==> config.mk <==
export PLATFORM = sky130hd
export DESIGN_NAME = vec_mem_sequencer
export DESIGN_NICKNAME = d
export VERILOG_FILES = /design/src/rtl/vec_pkg.sv /design/src/rtl/vec_mem_sequencer.sv
export SDC_FILE = /design/constraint.sdc
export NUM_CORES = 1
export LEC_CHECK = 0
export ABC_AREA = 1
export CORE_AREA = 2 2 625 627
export DETAILED_ROUTE_END_ITERATION = 8
export DIE_AREA = 0 0 627 629
export SETUP_SLACK_MARGIN = 0.3
export SKIP_LAST_GASP = 1
export SYNTH_ARGS = -nofsm -noshare
export SYNTH_HDL_FRONTEND = slang
export SYNTH_SLANG_ARGS = --single-unit
==> constraint.sdc <==
create_clock -name CLK -period 29.7 [get_ports CLK]
set_clock_uncertainty 0.05 [all_clocks]
set_input_delay 5.94 -clock CLK [delete_from_list [all_inputs] [get_ports CLK]]
set_output_delay 5.94 -clock CLK [all_outputs]
set_load 0.01 [all_outputs]
==> src/rtl/vec_pkg.sv <==
// Shared vector-pipeline definitions: geometry constants, the lane vector type
// and the memory-stage sequencer state encoding.
package vec_pkg;

  localparam int LANES  = 16;
  localparam int DATA_W = 32;
  localparam int ADDR_W = 10;

  typedef logic [LANES-1:0][DATA_W-1:0] lane_vec_t;

  typedef enum logic [1:0] {
    IDLE = 2'd0,
    RUN  = 2'd1,
    WAIT = 2'd2,
    DONE = 2'd3
  } mem_fsm_t;

endpackage

==> src/rtl/vec_mem_sequencer.sv <==
// Memory-stage sequencer: serialises scalar/vector loads and stores onto a
// single-ported word memory, stalling the pipeline until every lane is done.
module vec_mem_sequencer #(
  parameter int LANES  = vec_pkg::LANES,
  parameter int DATA_W = vec_pkg::DATA_W,
  parameter int ADDR_W = vec_pkg::ADDR_W
) (
  input  logic                         CLK,
  input  logic                         RST,
  input  logic [LANES-1:0][DATA_W-1:0] ALUResultM,
  input  logic [LANES-1:0][DATA_W-1:0] WriteDataM,
  input  logic                         MemtoRegM,
  input  logic                         MemWriteM,
  input  logic                         v_s_m,
  input  logic [DATA_W-1:0]            mem_rdata,
  output logic [ADDR_W-1:0]            mem_addr,
  output logic [DATA_W-1:0]            mem_wdata,
  output logic                         mem_we,
  output logic                         mem_re,
  output logic [LANES-1:0][DATA_W-1:0] ReadDataM,
  output logic                         StallM
);
  import vec_pkg::*;

  localparam int CNT_W = (LANES > 1) ? $clog2(LANES) : 1;

  mem_fsm_t                     state_q, state_d;
  logic [CNT_W-1:0]             cnt_q, cnt_d;
  logic                         tag_vld_q;
  logic [CNT_W-1:0]             tag_idx_q;
  logic [LANES-1:0][DATA_W-1:0] rd_q;

  logic             req;
  logic             is_store;
  logic             is_load;
  logic [CNT_W-1:0] last;
  logic             stall;
  logic             unused_addr_bits;

  // A simultaneous load+store request is executed as a store only.
  assign req      = MemWriteM | MemtoRegM;
  assign is_store = MemWriteM;
  assign is_load  = MemtoRegM & ~MemWriteM;
  assign last     = v_s_m ? CNT_W'(LANES - 1) : '0;

  // Next-state and memory-port decode; strobes are only ever active in RUN.
  always_comb begin
    state_d   = state_q;
    cnt_d     = cnt_q;
    stall     = 1'b0;
    mem_we    = 1'b0;
    mem_re    = 1'b0;
    mem_addr  = '0;
    mem_wdata = '0;
    case (state_q)
      IDLE: begin
        if (req) begin
          stall   = 1'b1;
          cnt_d   = '0;
          state_d = RUN;
        end else begin
          state_d = IDLE;
        end
      end
      RUN: begin
        stall    = 1'b1;
        mem_addr = ALUResultM[cnt_q][ADDR_W-1:0];
        if (is_store) begin
          mem_we    = 1'b1;
          mem_wdata = WriteDataM[cnt_q];
        end else begin
          mem_re = is_load;
        end
        cnt_d = cnt_q + CNT_W'(1);
        if (cnt_q == last) begin
          state_d = is_store ? DONE : WAIT;
        end else begin
          state_d = RUN;
        end
      end
      WAIT: begin
        stall   = 1'b1;
        state_d = DONE;
      end
      DONE: begin
        state_d = IDLE;
      end
      default: begin
        state_d = IDLE;
      end
    endcase
  end

  // The stall must fall together with reset even while a request is presented.
  assign StallM = stall & ~RST;

  // Only the low ADDR_W bits of each lane address reach the memory.
  always_comb begin
    unused_addr_bits = 1'b0;
    for (int i = 0; i < LANES; i++) begin
      unused_addr_bits = unused_addr_bits ^ (^ALUResultM[i][DATA_W-1:ADDR_W]);
    end
  end

  // FSM state and lane counter.
  always_ff @(posedge CLK or posedge RST) begin
    if (RST) begin
      state_q <= IDLE;
      cnt_q   <= '0;
    end else begin
      state_q <= state_d;
      cnt_q   <= cnt_d;
    end
  end

  // Issue tag follows each read strobe so the returning word lands in its lane.
  always_ff @(posedge CLK or posedge RST) begin
    if (RST) begin
      tag_vld_q <= 1'b0;
      tag_idx_q <= '0;
    end else begin
      tag_vld_q <= (state_q == RUN) & is_load;
      tag_idx_q <= cnt_q;
    end
  end

  // Load result assembly; a scalar load zeroes the upper lanes when it starts.
  always_ff @(posedge CLK or posedge RST) begin
    if (RST) begin
      rd_q <= '0;
    end else begin
      if ((state_q == IDLE) && is_load && !v_s_m) begin
        for (int i = 1; i < LANES; i++) begin
          rd_q[i] <= '0;
        end
      end
      if (tag_vld_q) begin
        rd_q[tag_idx_q] <= mem_rdata;
      end
    end
  end

  assign ReadDataM = rd_q;

endmodule

# After elaboration in Yosys (flattened, before gate mapping)
# Index checks and enable logic that the tools add are counted.
[word_totals]
ff_bits = 523
elab_cells = 68
output_inout_bits = 557
in_bits = 1061
[classes]
magnitude_cmp = 3
n_reduce_logical = 8
bitwise_logic = 6
add_sub_neg = 1
eq_ne = 5
muxes = 25
[ops]
columns = ["op", "n"]
rows = [
  ["$bwmux 512", 1],
  ["$mux 512", 1],
  ["$mux 480", 1],
  ["$bmux 32 s4", 2],
  ["$demux 32 s4", 1],
  ["$mux 32", 4],
  ["$mux 10", 2],
  ["$lt 4x5->1 const B", 2],
  ["$mux 4", 2],
  ["$pmux 2 s4", 1],
  ["$pmux 4 s2", 1],
  ["$mux 1", 7],
  ["$add 4x1->4 const B", 1],
  ["$eq 2x2->1 const B", 2],
  ["$eq 4x4->1", 1],
  ["$ge 4x1->1 const B", 1],
  ["$and 1x1->1", 3],
  ["$logic_and 1x1->1", 3],
  ["$eq 2x1->1 const B", 1],
  ["$logic_not 2->1", 1],
  ["$mux 2", 1],
  ["$ne 2x2->1 const B", 1],
  ["$not 1->1", 2],
  ["$pmux 1 s2", 1],
  ["other kinds (5)", 5],
]

# Longest topological paths before layout
[depth]
ltp_word = 7
mapped_depth = 10
mapped_depth_nobuf = 7

# Worst setup path before layout
# OpenSTA, ideal clock, no wires.
[synth_path]
kind = "input port to output port"
start = "input WriteDataM[226] (netlist bit)"
end = "output mem_wdata[2]"
t_required_ns = 23.710
setup_slack_ns = 17.248
cell_stages = 6
path_buffers = 0
arrival_time_ns = 6.462
path_cell_list = "inv_1 -> nand2_1 -> nand3_1 -> nand3_1 -> nand3_1 -> a21oi_1"
[synth_via]
elab_chain_len = 4
[synth_lines]
columns = ["element", "line_no", "text"]
rows = [
  ["start: declaration", "vec_mem_sequencer.sv:11", "input logic [LANES-1:0][DATA_W-1:0] WriteDataM,"],
  ["$bmux 32 s4", "vec_mem_sequencer.sv:70", "mem_wdata = WriteDataM[cnt_q];"],
  ["$mux 32 (implied by the code)", "vec_mem_sequencer.sv:70", ""],
  ["$mux 32", "vec_mem_sequencer.sv:68", "if (is_store) begin"],
  ["$mux 32", "vec_mem_sequencer.sv:55", "case (state_q)"],
  ["end: declaration", "vec_mem_sequencer.sv:17", "output logic [DATA_W-1:0] mem_wdata,"],
]
# No other way between the ends. The select of a mux whose other input is x is not followed.

# Worst setup path after layout
[layout_path]
start = "input WriteDataM[415] (netlist bit)"
end = "output mem_wdata[31]"
# Same word-level chain as after synthesis.

==> impl_results.md <==
- Dominant combinational cell family by area after synthesis: simple AND/OR/NAND/NOR gates
- DRC: 0
- Static leakage: 20.3 nW
- Startpoint of the worst register-to-register path: state_q[0]$_DFF_PP0_
- Required arrival time at the worst endpoint: 23,710 ps
- Layout cell share with drive strength beyond 1: 4.56%
- Number of antenna violations at the first check in global routing: 95
- Cell area after technology mapping: 27,400 um2
- Sequential area share after synthesis: 47.8%
- TritonCTS buffer count: 61
- Clock transition at the register clock pins on the worst setup and hold paths after CTS: 60 ps
- Number of buffers on the longest clock path: 3
- Actual transition at the worst max-transition pin: 1230 ps
- Arrival time of the worst setup path: 9270 ps
- Routed WL: 227 mm
- Maximum clock frequency: 65.5 MHz
- Detail Placement HPWL: 184 mm
- Worst setup path class: input port to output pin
- Total Nets Final: 5,930
- Average wire per standard cell: 22.4 um
- Hold buffer count at CTS: 0
- Slowest cell on the critical path: sky130_fd_sc_hd__clkdlybuf4s50_1
- Number of synthesized flops with an enable pin: 0
- Routed metal-1 wire length: 82.9 mm
- Vias per std cell: 3.03
- GP Congestion: 0.948
- Run status: completed
- Synth Flop Type: sky130_fd_sc_hd__dfrtp_1
- Root buffer cell: sky130_fd_sc_hd__clkbuf_16
- Top-level port count: 1,618
- Number of sinks handled by clock tree synthesis: 523
- Clock insertion delay at the later pin of the skew report: 710 ps
- Cell variety after synth: 22
- Cell count after synthesis: 3,790
- Final sum of negative setup slack: 0 ps
- Final hold violations: 0
- Share of the synthesized area in the top cell type: 47.8%
- Count of routing violations after the opening detailed-route iteration: 2,501
- Fraction of synthesized area in multiplexers: 0%
- Worst-case setup margin in the final layout: 14,440 ps
- Proportion of register bits with asynchronous set or reset after synthesis: 100%
- Via total after detailed routing: 30.8k
- DR WL met3: 16.4 mm
- Fin. max-slew vios: 0
- DP Worst Slack: 14,390 ps
- Top fanout value on the critical path: 1
- Chip Height: 629 um
- Iteration count of the initial detailed-routing pass: 5
- Top cells by count, synth: sky130_fd_sc_hd__nand2_1 (1,049), sky130_fd_sc_hd__nand3_1 (904), sky130_fd_sc_hd__dfrtp_1 (523)
- Area delta synth->final: 76.3%
- VDD IR max: 0.0500 mV
- Warning count from the yosys run: 0
- Compound-cell area share of the yosys netlist: 10.3%
- Quantity of gates resized following cts: 0
- Critical path startpoint category: input port
- Synthesized flop and latch total: 523
- Largest net degree at the start of global routing: 141
- Element type at the critical path end: output pin
- Simple logic cell fraction of the synthesized area: 31.8%
- TritonCTS clock tree: built
- Number of levels in the clock H-tree: 2
- Site Rows: 229
- Mean instance size in the synthesized netlist: 7.23 um2
- Slew Limit Headroom: 18.1%
- Min-delay worst type: flip-flop to flip-flop
- Antenna-violating nets left: 0
- Wire length of the first global-routing pass: 290 mm
- Effective utilization at floorplan: 7.07%
- Overall global routing resource usage: 11.1%
- Number of setup violations in the final report: 0
- Min Clock Period, post-route: 15,260 ps
- Area contributors post-synth: sky130_fd_sc_hd__dfrtp_1 (48%), sky130_fd_sc_hd__nand3_1 (17%), sky130_fd_sc_hd__nand2_1 (14%)
- Top layer reached by signal wires: met5
- Via count of the first global-routing pass: 29.8k
- Worst path max stage delay: 990 ps
- Floorplan die area: 394,000 um2
- Number of port buffers: 1,265
- # Max-Cap Violations: 0
- Pwr Density: 80.8 nW/um2
- Filler instances: 45.0k
- Fin crit share: 51.4%
- Syn_nets: 4,855
- Core area: 388,000 um2
- Length of routed met2 wiring: 116 mm
- CP Launch Point: WriteDataM[415]
- Area share of xor/xnor cells in the synthesized design: 0%
- Most common cell in the netlist: sky130_fd_sc_hd__nand2_1
- Unrepaired setup endpoints after global routing: no
- Cell-by-cell listing of the critical path: clkdlybuf4s50_1 > inv_1 > nand2_1 > nand3_1 > nand3_1 > nand3_1 > a21oi_1 > clkdlybuf4s50_1
- Remaining global-route overflow: 0
- Setup fix buffers added after clock tree synthesis: 0
- Area share of fa/ha/maj cells after synthesis: 0.183%
- Critical path's most frequent cell: sky130_fd_sc_hd__nand3_1
- Library cell occupying the most area in the post-synthesis netlist: sky130_fd_sc_hd__dfrtp_1
- Die extent in x: 627 um
-- flip-flops by register name, indices dropped and copies added (netlist names), named ones only --
register / cells
ReadDataM: 480
cnt_q: 4
state_q: 1
tag_idx_q: 4
tag_vld_q: 1
-- power breakdown --
group / leakage (nW) / total, W / switching (W) / internal [W]
Sequential: 6.97 / 0.00110 / 0.000151 / 0.000952
Clock: 1.07 / 0.000821 / 0.000350 / 0.000471
Combinational: 12.2 / 0.00198 / 0.00119 / 0.000790
-- critical path: cells and delay by family --
family	cells	cell delay, ps
and+or+nand+nor	4	900
AOI/OAI and AO/OA	1	830
buffers and inverters	3	1560
-- routing by layer --
layer  vias up  track usage (%)
met5         -                0
li1      14479                -
met1     14557             11.8
met3       331             2.88
met2      1367             20.2
met4        16             5.01
-- metrics by stage --
step	cell area [um2]	cells	total power, W	hold WS, ps	utilization (%)
after floorplan	27400	3790	0.00186	299	-
after global placement	46000	9999	0.00312	416	11.9
after detailed placement	46000	9999	0.00314	426	11.9
after CTS	48200	10114	0.00399	442	12.4
after global routing	48300	10127	0.00414	462	12.5
final	48300	10151	0.00390	435	12.5
-- final timing paths --
path                                             to  slack [ps]  cells after the start
setup / recovery                      mem_wdata[31]       14440                      8
hold / removal                            flip-flop         440                      2
setup reg to reg           ReadDataM[203]$_DFF_PP0_       25110                      8
hold reg to reg                           flip-flop         440                      2
max in group asynchronous  ReadDataM[166]$_DFF_PP0_       20940                      5
min in group asynchronous                 async pin        5730                      2
-- layout make-up --
class / instances / area [um2] / share of cell area [%]
clock buffers: 77 / 1700 / 3.51
inverters: 387 / 1480 / 3.07
multi-input cells: 2554 / 11700 / 24.1
repair buffers: 1338 / 13300 / 27.5
diodes: 37 / 92.6 / 0.192
flip-flops and latches: 523 / 13100 / 27.1
well taps: 5197 / 6500 / 13.5
clock inverters: 38 / 502 / 1.04
-- kinds of logic after synthesis --
kind of cell / count (synthesis)
buffers and inverters: 713
AO/OA/AOI/OAI: 563
AND/OR/NAND/NOR: 1987
adder cells (fa/ha/maj): 4
flip-flops: 523
-- cell usage in the layout, fill, tap and decap left out, drive strengths merged --
cell type and count:
nand2 1055, nand3 914, nor2 11, o31ai 1, clkinv 26, diode 37, nor3 6, a21oi 45
ha 4, bufinv 7, clkbuf 77, dfrtp 523, buf 76, nand4 1, clkdlybuf4s50 1262, clkinvlp 5
o21ai 517, inv 387
No activity file was read; power rests on OpenSTA's default activity.
